File: src/rtl/bios_stream_loader_if.sv
// ioctl download port and BIOS word port of the stream loader, bundled.
// master = downloader/consumer side, slave = bios_stream_loader.
interface bios_stream_loader_if;
    logic        ioctl_download;
    logic        ioctl_wr;
    logic [24:0] ioctl_addr;
    logic [7:0]  ioctl_dout;
    logic        bios_req;
    logic        bios_wr;
    logic [13:0] bios_addr;
    logic [15:0] bios_din;
    logic        bios_loaded;
    logic        overrun;
    logic        too_big;

    modport master (
        output ioctl_download, ioctl_wr, ioctl_addr, ioctl_dout, bios_req,
        input  bios_wr, bios_addr, bios_din, bios_loaded, overrun, too_big
    );

    modport slave (
        input  ioctl_download, ioctl_wr, ioctl_addr, ioctl_dout, bios_req,
        output bios_wr, bios_addr, bios_din, bios_loaded, overrun, too_big
    );
endinterface

File: src/rtl/bios_stream_loader.sv
// Packs ioctl bytes into 16-bit words staged in two ping-pong banks and
// hands them to the BIOS consumer one word per bios_req strobe.
module bios_stream_loader #(
    parameter int          BANK_WORDS = 64,
    parameter int          MAX_WORDS  = 16384,
    parameter logic [15:0] PAD_WORD   = 16'hFFFF
) (
    input logic                 clk_sys,
    input logic                 reset_n,
    bios_stream_loader_if.slave bus
);
    localparam int             IW         = $clog2(BANK_WORDS);
    localparam logic [IW-1:0]  LAST       = IW'(BANK_WORDS - 1);
    localparam logic [24:0]    BYTE_LIMIT = 25'(2 * MAX_WORDS);

    typedef enum logic {ST_RUN, ST_FLUSH} state_t;
    state_t state, state_nx;

    logic [15:0]   mem [2*BANK_WORDS];
    logic [1:0]    full, full_clr, full_eff, full_set;
    logic          dl_q, wrote_any, any_deliv;
    logic [7:0]    lo_byte;
    logic [IW-1:0] last_idx, fl_idx, rd_idx, wr_idx;
    logic          last_bank, fl_bank, rd_bank, wr_bank;
    logic [13:0]   dcnt;
    logic          wr_en, wr_ok, wr_drop;
    logic [15:0]   wr_data;
    logic          dl_start, dl_end, byte_ok, in_range, rd_take, rd_wrap;

    assign dl_start = bus.ioctl_download & ~dl_q;
    assign dl_end   = ~bus.ioctl_download & dl_q;
    assign byte_ok  = bus.ioctl_wr & bus.ioctl_download & ~dl_start & (state == ST_RUN);
    assign in_range = bus.ioctl_addr < BYTE_LIMIT;

    assign rd_take  = bus.bios_req & bus.bios_wr & full[rd_bank];
    assign rd_wrap  = rd_take & (rd_idx == LAST);
    assign full_clr = rd_wrap ? (rd_bank ? 2'b10 : 2'b01) : 2'b00;
    // The consumer's clear lands before a same-cycle write is judged.
    assign full_eff = full & ~full_clr;
    assign wr_ok    = wr_en & ~full_eff[wr_bank];
    assign wr_drop  = wr_en & full_eff[wr_bank];
    assign full_set = (wr_ok && wr_idx == LAST) ? (wr_bank ? 2'b10 : 2'b01) : 2'b00;

    always_comb begin
        state_nx = state;
        wr_en    = 1'b0;
        wr_bank  = 1'b0;
        wr_idx   = '0;
        wr_data  = PAD_WORD;
        if (state == ST_FLUSH) begin
            wr_en   = ~dl_start;
            wr_bank = fl_bank;
            wr_idx  = fl_idx;
            if (fl_idx == LAST) state_nx = ST_RUN;
        end else begin
            if (dl_end && wrote_any && last_idx != LAST) state_nx = ST_FLUSH;
            if (byte_ok && in_range && bus.ioctl_addr[0]) begin
                wr_en   = 1'b1;
                wr_bank = bus.ioctl_addr[IW+1];
                wr_idx  = bus.ioctl_addr[IW:1];
                wr_data = {bus.ioctl_dout, lo_byte};
            end
        end
    end

    always_ff @(posedge clk_sys) begin
        if (wr_ok && reset_n) mem[{wr_bank, wr_idx}] <= wr_data;
    end

    always_ff @(posedge clk_sys) begin
        if (!reset_n || dl_start) begin
            dl_q            <= reset_n ? bus.ioctl_download : 1'b0;
            state           <= ST_RUN;
            full            <= 2'b00;
            wrote_any       <= 1'b0;
            any_deliv       <= 1'b0;
            lo_byte         <= 8'h00;
            last_idx        <= '0;
            last_bank       <= 1'b0;
            fl_idx          <= '0;
            fl_bank         <= 1'b0;
            rd_idx          <= '0;
            rd_bank         <= 1'b0;
            dcnt            <= 14'd0;
            bus.bios_wr     <= 1'b0;
            bus.bios_addr   <= 14'd0;
            bus.bios_din    <= 16'h0000;
            bus.bios_loaded <= 1'b0;
            bus.overrun     <= 1'b0;
            bus.too_big     <= 1'b0;
        end else begin
            dl_q  <= bus.ioctl_download;
            state <= state_nx;
            full  <= full_eff | full_set;
            if (byte_ok && !in_range) bus.too_big <= 1'b1;
            if (byte_ok && in_range && !bus.ioctl_addr[0]) lo_byte <= bus.ioctl_dout;
            if (byte_ok && in_range && bus.ioctl_addr[0]) begin
                wrote_any <= 1'b1;
                last_idx  <= bus.ioctl_addr[IW:1];
                last_bank <= bus.ioctl_addr[IW+1];
            end
            if (wr_drop) bus.overrun <= 1'b1;
            // Pad from the word after the last one written up to the bank end.
            if (state == ST_RUN && state_nx == ST_FLUSH) begin
                fl_idx  <= last_idx + 1'b1;
                fl_bank <= last_bank;
            end else if (state == ST_FLUSH) begin
                fl_idx <= fl_idx + 1'b1;
            end
            if (rd_take) begin
                bus.bios_din  <= mem[{rd_bank, rd_idx}];
                bus.bios_addr <= dcnt;
                dcnt          <= dcnt + 14'd1;
                any_deliv     <= 1'b1;
                rd_idx        <= rd_idx + 1'b1;
                if (rd_idx == LAST) rd_bank <= ~rd_bank;
            end
            bus.bios_wr <= |full;
            if (!bus.ioctl_download && !dl_q && state == ST_RUN && full == 2'b00 && any_deliv)
                bus.bios_loaded <= 1'b1;
        end
    end
endmodule

File: src/flat_wrapper.sv
// flat-port wrapper written by rule: the top's interface ports become plain ports
module bios_stream_loader_flat 
#(
    parameter int          BANK_WORDS = 64,
    parameter int          MAX_WORDS  = 16384,
    parameter logic [15:0] PAD_WORD   = 16'hFFFF
)
  (clk_sys, reset_n, bus_ioctl_download, bus_ioctl_wr, bus_ioctl_addr, bus_ioctl_dout, bus_bios_req, bus_bios_wr, bus_bios_addr, bus_bios_din, bus_bios_loaded, bus_overrun, bus_too_big);
  bios_stream_loader_if bus_i ();
  input logic clk_sys;
  input logic reset_n;
  input wire logic [$bits(bus_i.ioctl_download)-1:0] bus_ioctl_download;
  input wire logic [$bits(bus_i.ioctl_wr)-1:0] bus_ioctl_wr;
  input wire logic [$bits(bus_i.ioctl_addr)-1:0] bus_ioctl_addr;
  input wire logic [$bits(bus_i.ioctl_dout)-1:0] bus_ioctl_dout;
  input wire logic [$bits(bus_i.bios_req)-1:0] bus_bios_req;
  output wire logic [$bits(bus_i.bios_wr)-1:0] bus_bios_wr;
  output wire logic [$bits(bus_i.bios_addr)-1:0] bus_bios_addr;
  output wire logic [$bits(bus_i.bios_din)-1:0] bus_bios_din;
  output wire logic [$bits(bus_i.bios_loaded)-1:0] bus_bios_loaded;
  output wire logic [$bits(bus_i.overrun)-1:0] bus_overrun;
  output wire logic [$bits(bus_i.too_big)-1:0] bus_too_big;
  assign bus_i.ioctl_download = bus_ioctl_download;
  assign bus_i.ioctl_wr = bus_ioctl_wr;
  assign bus_i.ioctl_addr = bus_ioctl_addr;
  assign bus_i.ioctl_dout = bus_ioctl_dout;
  assign bus_i.bios_req = bus_bios_req;
  assign bus_bios_wr = bus_i.bios_wr;
  assign bus_bios_addr = bus_i.bios_addr;
  assign bus_bios_din = bus_i.bios_din;
  assign bus_bios_loaded = bus_i.bios_loaded;
  assign bus_overrun = bus_i.overrun;
  assign bus_too_big = bus_i.too_big;
  bios_stream_loader #(.BANK_WORDS(BANK_WORDS), .MAX_WORDS(MAX_WORDS), .PAD_WORD(PAD_WORD)) u_core (.clk_sys(clk_sys), .reset_n(reset_n), .bus(bus_i));
endmodule
File: config.mk
export PLATFORM = sky130hd
export DESIGN_NAME = bios_stream_loader_flat
export DESIGN_NICKNAME = d
export VERILOG_FILES = /design/src/rtl/bios_stream_loader_if.sv /design/src/rtl/bios_stream_loader.sv /design/src/flat_wrapper.sv
export SDC_FILE = /design/constraint.sdc
export NUM_CORES = 2
export LEC_CHECK = 0
export CAP_MARGIN = 20
export CORE_MARGIN = 2
export CORE_UTILIZATION = 55
export DETAILED_ROUTE_END_ITERATION = 8
export PLACE_DENSITY_LB_ADDON = 0.2
export SYNTH_ARGS = -nofsm -noshare
export SYNTH_HDL_FRONTEND = slang
export SYNTH_SLANG_ARGS = --single-unit
File: constraint.sdc
create_clock -name clk_sys -period 4.8 [get_ports clk_sys]
set_clock_uncertainty 0.1 [all_clocks]
set_input_delay 0.96 -clock clk_sys [delete_from_list [all_inputs] [get_ports clk_sys]]
set_output_delay 0.96 -clock clk_sys [all_outputs]
set_load 0.005 [all_outputs]
==> results.txt <==
die width -> 391.1 µm
# Max-Cap Violations -> 0
Root Buffer -> clkbuf_16
TritonCTS clock tree -> done
Top delay family on crit path -> compound AO/OA/AOI/OAI gates
FF+latch count, synth -> 2131
Post-synth EDFFs -> 2048
Leakage Power -> 34.08 nW
I/O Buffers -> 64
Design Area, Final -> 93920 µm²
Die H -> 391.1 µm
Slew Limit Fails -> 0
worst slew pin tran -> 1296 ps
Tmin final -> 4264 ps
Clock Path Buffers -> 3
Vias/cell -> 6.384
register area share after synthesis -> 76.62%
P&R area growth vs syn -> 13.94%
unrepaired setup endpoints after global routing -> no
fill count -> 10160
H-tree Lvls -> 4
largest net degree at the start of global routing -> 129
Post CTS Setup Buffer Count -> 0
ys flop type -> edfxtp_1
fraction of layout cells with a size suffix above 1 -> 22.92%
FFs w/ async S/R, synth -> 0%
Critical Setup Path Class -> reg -> reg
row count -> 142
DP Area -> 87420 µm²
Critical Path Slowest Stage Cell -> a2111oi_0
Core Region -> 149200 µm²
Setup TNS -> 0 ps
status -> completed
gpl congestion -> 0.8828
Slew headroom -> 11.38%
ratio of final minimum period to clock period -> 88.84%
VDD IR max -> 0.0004117 V
post-synth cell types -> 67
final setup vio count -> 0
hold buffer count at cts -> 0
GR Util All Layers -> 26.03%
Gate Count Post-Synth -> 4110
vias in the first global route -> 40240
slowest stage delay, CP -> 1150 ps
crit start category -> register
syn nets -> 4151
Critical Path RT -> 5450 ps
dpl ws -> 333.5 ps
critical path cell sequence -> nand2b_1, o221ai_1, a21oi_1, a2111oi_0, o22ai_1, a31oi_1
crit-path max FO -> 34
FMAX -> 0.2345 GHz
vias -> 41870
antenna violations before repair -> 1
DRC -> 0
first-pass GRT wire length -> 284.1 mm
Power Dens Cells -> 380.1 nW/µm²
setup ws final -> 535.6 ps
antenna-violating nets left -> 0
fin nets -> 4481
Sink Count -> 2131
Hold Violations, Final -> 0
total power -> 35.69 mW
average wire per standard cell -> 30.19 µm
# IOs -> 72
Initial Util -> 55.23%
Yosys warning count -> 0
Min-Delay Path Class -> reg -> reg
Die ar. -> 153000 µm²
crit path buf inv count -> 0
Critical Path AT -> 4920 ps
Routed WL -> 198.0 mm
total gr overflow -> 0
Post-Syn Area -> 82430 µm²
DR iter-0 viols -> 5108
post-cts resize count -> 0
crit end category -> register
syn_area_per_cell -> 20.06 µm²
Num CTS Buffers -> 204
Worst-path clk slew -> 60 ps
DP Wirelength -> 115.1 mm
clk_lat worst skew -> 840 ps
TritonRoute pass-1 iters -> 6
[registers in the layout, summed over array words and instances, names as in the netlist, 2 cells and up]
name	cells
u_core.mem	2048
u_core.bus.bios_din	16
u_core.bus.bios_addr	14
u_core.dcnt	14
u_core.lo_byte	8
u_core.fl_idx	6
u_core.last_idx	6
u_core.rd_idx	6
u_core.full	2
[layer usage]
layer  part of all wire, %  GRT usage, %  vias up  routed length [µm]
li1                      -             -    17650                   -
met5                     0             0        -                   0
met1                    42         39.78    21920               83100
met3                    10         5.551      235               19900
met4                   2.2         6.697        0                4270
met2                    46         38.59     2069               90720
[final timing paths]
check	from	endpoint	slack, ps	cells after the start
min	u_core.bus.bios_addr[5]$_SDFFE_PP0P_	u_core.bus.bios_addr[5]$_SDFFE_PP0P_	350	2
min reg2reg	u_core.bus.bios_addr[5]$_SDFFE_PP0P_	u_core.bus.bios_addr[5]$_SDFFE_PP0P_	350	2
max	u_core.rd_idx[2]$_SDFFE_PP0P_	u_core.bus.bios_din[9]$_SDFFE_PP0P_	540	6
max reg2reg	u_core.rd_idx[2]$_SDFFE_PP0P_	u_core.bus.bios_din[9]$_SDFFE_PP0P_	540	6
[where the power goes]
part | leakage [nW] | switching [mW] | internal [mW]
clock | 3.17 | 6.84 | 8.74
sequential | 24.9 | 0.000513 | 20.1
combinational | 5.96 | 0.0303 | 0.0299
[worst min-delay path, stage by stage, from the launching register on]
cell and delay [ps]:
dfxtp_1 310, nand2_1 50, a21oi_1 50
[cell usage after synthesis, types with 5 or more instances]
cell | number | area (µm²)
edfxtp_1 | 2048 | 61500
mux4_2 | 419 | 9437
mux2i_1 | 290 | 2903
nor2_1 | 237 | 889.6
nand2_1 | 169 | 634.4
clkbuf_1 | 99 | 371.6
o22ai_1 | 99 | 619.3
buf_2 | 85 | 425.4
dfxtp_1 | 83 | 1662
a21oi_1 | 70 | 350.3
a31oi_1 | 65 | 406.6
o21ai_0 | 39 | 195.2
nand3_1 | 38 | 190.2
a211oi_1 | 31 | 232.7
buf_4 | 31 | 232.7
o41ai_1 | 30 | 262.8
o221ai_1 | 29 | 254.0
nand2b_1 | 25 | 156.4
buf_1 | 21 | 78.83
a22oi_1 | 20 | 150.1
and2_1 | 20 | 125.1
a2111oi_0 | 17 | 148.9
nor2b_1 | 15 | 93.84
mux2_2 | 9 | 101.4
xnor2_1 | 9 | 78.83
xor2_1 | 9 | 78.83
and3_1 | 6 | 37.54
buf_6 | 6 | 67.56
nand4_1 | 6 | 37.54
nor3_1 | 6 | 30.03
inv_1 | 5 | 18.77
nand3_2 | 5 | 50.05
or3_1 | 5 | 31.28
[cell families after synthesis]
logic type / Yosys count / synth area share [%]
buffers and inverters: 248 / 1.454
adders and majority gates: 3 / 0.04554
DFF: 2131 / 76.62
muxes: 720 / 15.13
AOI/OAI and AO/OA: 432 / 3.525
and+or+nand+nor: 558 / 3.033
xor gates and xnor gates: 18 / 0.1913
[cell type report]
cell class / count / area (µm²) / share of cell area [%]
Sequential cell: 2131 / 63180 / 67.27
Clock buffer: 237 / 5229 / 5.567
Clock inverter: 140 / 1266 / 1.348
Tap cell: 1944 / 2432 / 2.590
Timing Repair Buffer: 366 / 3576 / 3.807
Inverter: 6 / 23.77 / 0.02531
Multi-Input combinational cell: 1731 / 18210 / 19.38
Antenna cell: 4 / 10.01 / 0.01066
[cells in the final DEF (no fill, tap or decap), types with 33 or more instances in the layout]
cell	n
mux2i_1	290
clkinv_2	40
nand3_1	38
clkinv_1	63
mux4_2	419
nand2_1	168
dfxtp_1	78
nor2_1	235
edfxtp_1	2048
clkdlybuf4s50_1	64
clkbuf_1	33
a21oi_1	70
buf_4	246
buf_12	54
o21ai_0	39
clkbuf_16	204
a31oi_1	65
o22ai_1	99
[per-stage QoR]
stage,hold WS (ps),util (%),std cells
floorplan,332.0,-,4110
global placement,342.6,58.57,6176
detailed placement,346.4,58.57,6178
CTS,355.0,62.92,6555
global route,376.5,62.92,6555
finish,350.9,62.93,6559
Power figures use the tool's default switching activity.
